`config.mk`:
```
export PLATFORM = sky130hd
export DESIGN_NAME = alu_chain_seq
export DESIGN_NICKNAME = d
export VERILOG_FILES = /design/src/rtl/alu_chain_pkg.sv /design/src/rtl/nibble_add.sv /design/src/rtl/alu_chain_seq.sv
export SDC_FILE = /design/constraint.sdc
export NUM_CORES = 1
export LEC_CHECK = 0
export ABC_AREA = 0
export CAP_MARGIN = 20
export CORE_MARGIN = 3
export CORE_UTILIZATION = 40
export DETAILED_ROUTE_END_ITERATION = 8
export DONT_BUFFER_PORTS = 1
export GPL_TIMING_DRIVEN = 0
export SETUP_SLACK_MARGIN = 0.15
export SLEW_MARGIN = 20
export SYNTH_ARGS = -nofsm -noshare
export SYNTH_HDL_FRONTEND = slang
export SYNTH_SLANG_ARGS = --single-unit
```
`constraint.sdc`:
```
create_clock -name clk -period 5.2 [get_ports clk]
set_input_delay 0.78 -clock clk [delete_from_list [all_inputs] [get_ports clk]]
set_output_delay 0.78 -clock clk [all_outputs]
set_load 0.03 [all_outputs]
```
`src/rtl/alu_chain_pkg.sv`:
```
// Shared types and constants for the nibble-serial add/subtract sequencer.
package alu_chain_pkg;

    localparam int NIBBLE_W = 4;

    localparam logic [1:0] OP_ADD = 2'd0;
    localparam logic [1:0] OP_SUB = 2'd1;
    localparam logic [1:0] OP_ADC = 2'd2;
    localparam logic [1:0] OP_SBC = 2'd3;

    typedef enum logic [1:0] {
        IDLE,
        RUN,
        DONE
    } state_t;

endpackage

```
`src/rtl/nibble_add.sv`:
```
// Combinational 4-bit adder slice with carry-out and signed-overflow tap.
module nibble_add
    import alu_chain_pkg::*;
(
    input  logic [NIBBLE_W-1:0] a,
    input  logic [NIBBLE_W-1:0] b,
    input  logic                cin,
    output logic [NIBBLE_W-1:0] sum,
    output logic                cout,
    output logic                ovf
);

    logic [NIBBLE_W-1:0] low;
    logic [NIBBLE_W:0]   full;

    // low[3] is the carry into the sign bit of the slice
    assign low  = {1'b0, a[NIBBLE_W-2:0]} + {1'b0, b[NIBBLE_W-2:0]}
                + {{(NIBBLE_W-1){1'b0}}, cin};
    assign full = {1'b0, a} + {1'b0, b} + {{NIBBLE_W{1'b0}}, cin};

    assign sum  = full[NIBBLE_W-1:0];
    assign cout = full[NIBBLE_W];
    assign ovf  = low[NIBBLE_W-1] ^ full[NIBBLE_W];

endmodule

```
`src/rtl/alu_chain_seq.sv`:
```
// Runs W-bit add/sub through one 4-bit slice, LSB nibble first, one per clock.
module alu_chain_seq
    import alu_chain_pkg::*;
#(
    parameter int NIBBLES = 4
) (
    input  logic                         clk,
    input  logic                         rst,
    input  logic                         req_valid,
    output logic                         req_ready,
    input  logic [1:0]                   req_op,
    input  logic                         req_cin,
    input  logic [NIBBLE_W*NIBBLES-1:0]  req_a,
    input  logic [NIBBLE_W*NIBBLES-1:0]  req_b,
    output logic                         rsp_valid,
    input  logic                         rsp_ready,
    output logic [NIBBLE_W*NIBBLES-1:0]  rsp_result,
    output logic                         rsp_carry,
    output logic                         rsp_zero,
    output logic                         rsp_overflow
);

    localparam int W     = NIBBLE_W * NIBBLES;
    localparam int IDX_W = $clog2(NIBBLES);

    state_t              state;
    state_t              state_nx;
    logic [IDX_W-1:0]    idx;
    logic [W-1:0]        a_q;
    logic [W-1:0]        b_q;
    logic [W-1:0]        res_q;
    logic                carry_q;
    logic                zero_q;
    logic                ovf_q;

    logic                last;
    logic                accept;
    logic                sub_op;
    logic                cin0;
    logic [NIBBLE_W-1:0] a_n;
    logic [NIBBLE_W-1:0] b_n;
    logic [NIBBLE_W-1:0] sum;
    logic                cout;
    logic                ovf;

    assign last   = idx == IDX_W'(NIBBLES - 1);
    assign accept = (state == IDLE) && req_valid;
    assign a_n    = a_q[{idx, 2'b00} +: NIBBLE_W];
    assign b_n    = b_q[{idx, 2'b00} +: NIBBLE_W];

    nibble_add u_slice (
        .a    (a_n),
        .b    (b_n),
        .cin  (carry_q),
        .sum  (sum),
        .cout (cout),
        .ovf  (ovf)
    );

    always_comb begin
        sub_op = 1'b0;
        cin0   = req_cin;
        unique case (req_op)
            OP_ADD: cin0 = 1'b0;
            OP_SUB: begin
                sub_op = 1'b1;
                cin0   = 1'b1;
            end
            OP_ADC: cin0 = req_cin;
            OP_SBC: sub_op = 1'b1;
            default: cin0 = req_cin;
        endcase
    end

    always_comb begin
        state_nx = state;
        unique case (state)
            IDLE:    if (req_valid) state_nx = RUN;
            RUN:     if (last) state_nx = DONE;
            DONE:    if (rsp_ready) state_nx = IDLE;
            default: state_nx = IDLE;
        endcase
    end

    always_ff @(posedge clk or posedge rst) begin
        if (rst) begin
            state <= IDLE;
        end else begin
            state <= state_nx;
        end
    end

    always_ff @(posedge clk or posedge rst) begin
        if (rst) begin
            idx     <= '0;
            a_q     <= '0;
            b_q     <= '0;
            res_q   <= '0;
            carry_q <= 1'b0;
            zero_q  <= 1'b0;
            ovf_q   <= 1'b0;
        end else if (accept) begin
            idx     <= '0;
            a_q     <= req_a;
            // subtraction is A + ~B + carry
            b_q     <= sub_op ? ~req_b : req_b;
            carry_q <= cin0;
            zero_q  <= 1'b1;
            ovf_q   <= 1'b0;
        end else if (state == RUN) begin
            res_q[{idx, 2'b00} +: NIBBLE_W] <= sum;
            carry_q <= cout;
            zero_q  <= zero_q & (sum == '0);
            if (last) begin
                ovf_q <= ovf;
            end else begin
                idx <= idx + 1'b1;
            end
        end
    end

    assign req_ready    = (state == IDLE) && !rst;
    assign rsp_valid    = state == DONE;
    assign rsp_result   = res_q;
    assign rsp_carry    = carry_q;
    assign rsp_zero     = zero_q;
    assign rsp_overflow = ovf_q;

endmodule
```
---- Word level (Yosys, flattened, before mapping) ----
Cells that the tools add are included.
word-level totals
  register bits after elaboration ......... 55
  bits of input ports ..................... 39
  output and inout bits ................... 21
  logic and storage cells ................. 62
operators by class
  add/subtract/negate cells ............... 6
  eq/ne operators ......................... 9
  shift operators ......................... 4
  multiplexer cells ....................... 18
  bitwise gates (word level) .............. 4
  reductions and logical operators ........ 13
operator list
  cell                                                    count
  indexed part select 16 x 5 -> 4 bit                     2
  bitwise mux 16 bit                                      1
  two-way mux 16 bit                                      1
  NOT 16 bit                                              1
  variable shift 4 x 6 -> 16 bit (first input constant)   1
  indexed part select 4 x 6 -> 16 bit                     1
  two-way mux 2 bit                                       6
  two-way mux 1 bit                                       8
  == test 2 bit (second input constant)                   3
  negator 4 -> 6 bit                                      1
  case mux 2 bit (3 select lines)                         1
  AND reduction 2 bit                                     3
  adder 4 x 4 -> 5 bit                                    1
  adder 5 x 1 -> 5 bit                                    1
  adder 3 x 3 -> 4 bit                                    1
  adder 4 x 1 -> 4 bit                                    1
  == test 2 x 1 -> 1 bit (second input constant)          2
  zero test 2 bit                                         2
  zero test 4 bit                                         1
  inequality test 2 x 1 -> 1 bit (second input constant)  2
  inequality test 2 bit (second input constant)           2
  nonzero test 2 bit                                      2
  AND reduction 3 bit                                     1
  adder 2 x 1 -> 2 bit (second input constant)            1
  7 further kinds                                         8

---- Logic depth before layout (Yosys ltp) ----
  word-level depth ........................ 7
  depth in mapped cells ................... 9
  mapped depth without buffers ............ 8

---- Hierarchy ----
From an unflattened synthesis, not the netlist that was laid out.
second synthesis, totals
  cells, all modules ...................... 216
  area, all modules ....................... 2772.7 µm²
by module, submodules not included
  module         instances  cells an instance  area each (µm²)  seq. area each (µm²)
  alu_chain_seq  1          198                2615.0           1376.3
  nibble_add     1          18                 157.7            0.0

---- Worst setup path before layout ----
Ideal clock, no wire load.
  path type ............................... reg2reg
  from .................................... reg idx[0]
  to ...................................... reg carry_q (netlist: rsp_carry)
  library setup time ...................... 0.126 ns
  arrival ................................. 2.366 ns
  required time ........................... 5.074 ns
  setup slack ............................. 2.708 ns
  stages on the path, launching flop included .. 9
  buffers on the path ..................... 1
  period minus slack after synthesis ...... 2.492 ns
  cell sequence ........................... dfrtp_1 buf_4 mux4_2 fa_1 inv_1 fa_1 nand2b_1 a21oi_1 a221o_1
between the ends
  longest elaborated chain between the ends .. 5
  elaborated cells on any way between the ends .. 6
  those cells by class .................... add/sub: 2; shift: 2; mux: 2
RTL lines
  element                                                        line                                      RTL
  start: declaration                                             alu_chain_seq.sv:28                       logic [IDX_W-1:0] idx;
  start signal: assignment                                       alu_chain_seq.sv:117                      idx <= idx + 1'b1;
  indexed part select 16 x 5 -> 4 bit, on equally long branches  alu_chain_seq.sv:48, alu_chain_seq.sv:49
  adder 4 x 4 -> 5 bit (*)                                       nibble_add.sv:19                          assign full = {1'b0, a} + {1'b0, b} + {{NIBBLE_W{1'b0}}, cin};
  adder 5 x 1 -> 5 bit (*)                                       nibble_add.sv:19
  two-way mux 1 bit (*)                                          alu_chain_seq.sv:110                      end else if (state == RUN) begin
  two-way mux 1 bit (*)                                          alu_chain_seq.sv:102                      end else if (accept) begin
  end signal: assignment                                         alu_chain_seq.sv:107                      carry_q <= cin0;
  end signal: assignment                                         alu_chain_seq.sv:112                      carry_q <= cout;
  end: declaration                                               alu_chain_seq.sv:32                       logic carry_q;
Mark *: on every way between the ends. The rest lies on a longest branch, timed or not. The select of a mux whose other input is x is not followed.
A chain may end at the register's enable or synchronous reset.

---- Worst setup path in the final report ----
  from .................................... reg idx[1]
  to ...................................... reg carry_q (netlist: rsp_carry)
Same word-level chain as after synthesis.

==> impl_results.rst <==
.. list-table::
   :header-rows: 1

   * - Metric
     - Value
   * - Antenna Violating Nets Remaining
     - 0
   * - Finished layout cell area
     - 2929 um^2
   * - Nets@finish
     - 312
   * - GP Congestion
     - 0.7534
   * - Basic-gate share of the synthesized area counting and, or, nand and nor cells
     - 16.09%
   * - Number of buffers created by CTS
     - 5
   * - Clock-pin slew on the worst setup and hold paths
     - 0.10 ns
   * - Worst setup slack for register-to-register paths
     - 2.46 ns
   * - Number of synthesized flops with an enable pin
     - 0
   * - Period utilisation layout
     - 52.75%
   * - Count of instances resized after the clock tree is built
     - 0
   * - DIE HEIGHT
     - 88.12 um
   * - Total leakage power
     - 1.368 nW
   * - Global-route wire length before repair
     - 9190 um
   * - Number of antenna violations at the first check in global routing
     - 0
   * - Number of global-route vias before repair
     - 1,809
   * - Yosys cell types
     - 33
   * - Setup ws final
     - 2.457 ns
   * - Wire length per cell
     - 16.19 um
   * - Hold bufs inserted after CTS
     - 0
   * - Die width
     - 88.12 um
   * - I/O pin count
     - 60
   * - CP required
     - 5.40 ns
   * - Placement-stage cell area
     - 2796 um^2
   * - Total negative slack
     - 0 ns
   * - Total Die Area
     - 7765 um^2
   * - Total clock sinks
     - 55
   * - Synthesized Nets
     - 305
   * - Xor-xnor portion of the synthesized cell area
     - 6.818%
   * - Relative slew slack
     - 39.13%
   * - Fraction of the mapped netlist area in adder cells
     - 5.659%
   * - Measured slew at the worst slew-check pin
     - 0.9061 ns
   * - Reg2reg end
     - rsp_carry$_DFFE_PP0P_
   * - Input/output buffers
     - 0
   * - Share of Yosys cell area claimed by the top area cell type
     - 51.02%
   * - Max VDD drop
     - 0.2732 mV
   * - Final clock skew
     - 0.005083 ns
   * - Share of the synthesized area in compound gates (AO/OA/AOI/OAI)
     - 10.11%
   * - Synth Area per Inst
     - 10.58 um^2
   * - Sequential cell area fraction in the yosys report
     - 51.02%
   * - Fill cell total of the finished layout
     - 617
   * - Synthesized netlist cell count
     - 255
   * - R2R depth
     - 8
   * - Maxcap violations
     - 0
   * - Via/cell ratio
     - 5.150
   * - DR vias
     - 1,751
   * - Proportion of synthesized area in mux cells
     - 7.096%
   * - RSZ-0062 raised after global routing
     - false
   * - DRT iter0 DRCs
     - 89
   * - Post-CTS Setup Inserts
     - 0
   * - Drc violations
     - 0
   * - Largest family of logic cells by synthesized area
     - simple AND/OR/NAND/NOR gates
   * - Arrival time at the worst endpoint
     - 2.94 ns
   * - Setup slack at placement
     - 2.433 ns
   * - Number of warnings reported in the yosys synthesis log
     - 0
   * - Launching element type of the critical path
     - register
   * - Later-pin clock latency in the skew report
     - 0.30 ns
   * - Global-route total usage across every layer
     - 15.40%
   * - CTS root buf
     - clkbuf_8
   * - Maximum operating frequency
     - 364.6 MHz
   * - Standard-cell row count
     - 29
   * - Number of setup violations in the final report
     - 0
   * - Top cells by area in the synthesized netlist
     - dfrtp_1, nand2_1, mux4_2
   * - Area of the mapped netlist
     - 2698 um^2
   * - Largest area contributor in the synthesized netlist
     - dfrtp_1
   * - CTS H-Tree Depth
     - 2
   * - Detailed-routing iteration count for the pre-antenna-repair pass
     - 4
   * - Kind of critical path
     - reg -> reg
   * - Count leader, synth
     - nand2_1
   * - Clock buffer depth
     - 2
   * - Cell area power density
     - 740.7 nW/um^2
   * - Post-layout minimum cycle time
     - 2.743 ns
   * - Overflow after GRT
     - 0
   * - Startpoint of the most critical register-to-register path
     - idx[1]$_DFFE_PP0P_
   * - Most common library cells after synthesis
     - nand2_1, dfrtp_1, o21ai_0, xnor2_1, a22o_1
   * - Std-Cell Core Area
     - 6459 um^2
   * - Fraction of layout instances using a drive strength above 1
     - 11.79%
   * - Crit end category
     - register
   * - Area occupied by registers
     - 1376 um^2
   * - Multi-input logic area
     - 1235 um^2
   * - Diode insertion count for antenna repair
     - 0
   * - Share of synthesized flip-flops with an asynchronous set or reset
     - 100.0%
   * - Slew Viols, Final
     - 0
   * - Endpoints failing hold
     - 0
   * - Area growth, synth to finish
     - 8.581%
   * - Primary FF master, synth
     - dfrtp_1
   * - Post-Route WL
     - 5505 um
   * - Pin count of the biggest net entering global routing
     - 56
   * - Min-delay worst type
     - in -> async
   * - Worst-path maximum fanout
     - 10
   * - Initial core utilization
     - 41.77%
   * - Post-detail-place hpwl
     - 4156 um
   * - Result of the run
     - finished, final reports clean
   * - Number of storage elements in the synthesis netlist
     - 55
   * - CTS tree
     - done
report_power, final:
group	switching, W	internal, W
clock network	0.000137	0.000192
registers	0.000231	0.000614
logic	0.000585	0.000411
total	0.000953	0.00122
how the worst max path moves through the flow:
stage | start | end | slack [ns]
global placement | idx[1]$_DFFE_PP0P_ | rsp_carry$_DFFE_PP0P_ | 2.43
floorplan | idx[0]$_DFFE_PP0P_ | rsp_carry$_DFFE_PP0P_ | 2.71
global route | idx[1]$_DFFE_PP0P_ | rsp_carry$_DFFE_PP0P_ | 2.28
detailed placement | idx[1]$_DFFE_PP0P_ | rsp_carry$_DFFE_PP0P_ | 2.43
CTS | idx[1]$_DFFE_PP0P_ | rsp_carry$_DFFE_PP0P_ | 2.41
finish | idx[1]$_DFFE_PP0P_ | rsp_carry$_DFFE_PP0P_ | 2.46
area by class of cell:
| type | instances | share of cell area, % |
|---|---|---|
| multi-input cells | 181 | 42.16 |
| inverters | 8 | 1.111 |
| clock buffers | 6 | 2.478 |
| clock inverters | 2 | 2.050 |
| plain buffers | 11 | 1.922 |
| well taps | 77 | 3.289 |
| flip-flops and latches | 55 | 46.99 |
through the flow:
| step | hold WS, ns | std cells | total power (W) | util (%) |
|---|---|---|---|---|
| floorplan | 0.4403 | 255 | 0.001597 | - |
| global placement | 0.4566 | 332 | 0.001848 | 43.26 |
| detailed placement | 0.4604 | 332 | 0.001869 | 43.30 |
| CTS | 0.4689 | 340 | 0.002200 | 45.35 |
| global route | 0.4999 | 340 | 0.002357 | 45.35 |
| finish | 0.4508 | 340 | 0.002170 | 45.35 |
per-layer routing:
layer  GRT usage, %  up-vias  routed length (um)
met1          21.78      841                2655
met2          24.04       41                2486
li1               -      863                   -
met4          2.885        0                  41
met5              0        -                   0
met3          4.327        6                 321
logic make-up after synthesis:
group	after synthesis
and+or+nand+nor	98
DFF	55
AOI/OAI and AO/OA	42
xor gates and xnor gates	21
buffers and inverters	19
adders and majority gates	11
muxes	9
worst max-delay path, cell delays in order (launching register included):
cell      delay (ns)
dfrtp_1         0.40
clkbuf_1        0.48
mux4_2          0.44
fa_1            0.44
inv_1           0.08
fa_1            0.23
nand2b_1        0.12
a21oi_1         0.09
a221o_1         0.34
state kept, by name (all words and copies together) (netlist names):
name,cells
rsp_overflow,1
a_q,16
b_q,16
idx,2
rsp_result,16
state,2
rsp_zero,1
rsp_carry,1
cell usage in the layout, fill, tap and decap left out, types with 2 or more instances in the layout:
cell type,Yosys,layout
xor2_1,2,2
bufinv_16,0,2
nand2_1,76,76
a22o_1,13,13
nand2b_1,2,2
xnor2_1,19,19
clkbuf_8,0,5
fa_1,2,2
inv_1,8,7
mux4_2,8,8
buf_4,2,2
ha_1,9,9
and3_1,2,2
nand3_1,3,3
buf_2,6,6
nor2_1,6,6
clkbuf_1,3,4
a21oi_1,3,3
o21ai_0,21,21
dfrtp_1,55,55
Note: power is estimated with default switching activity, not from simulation.
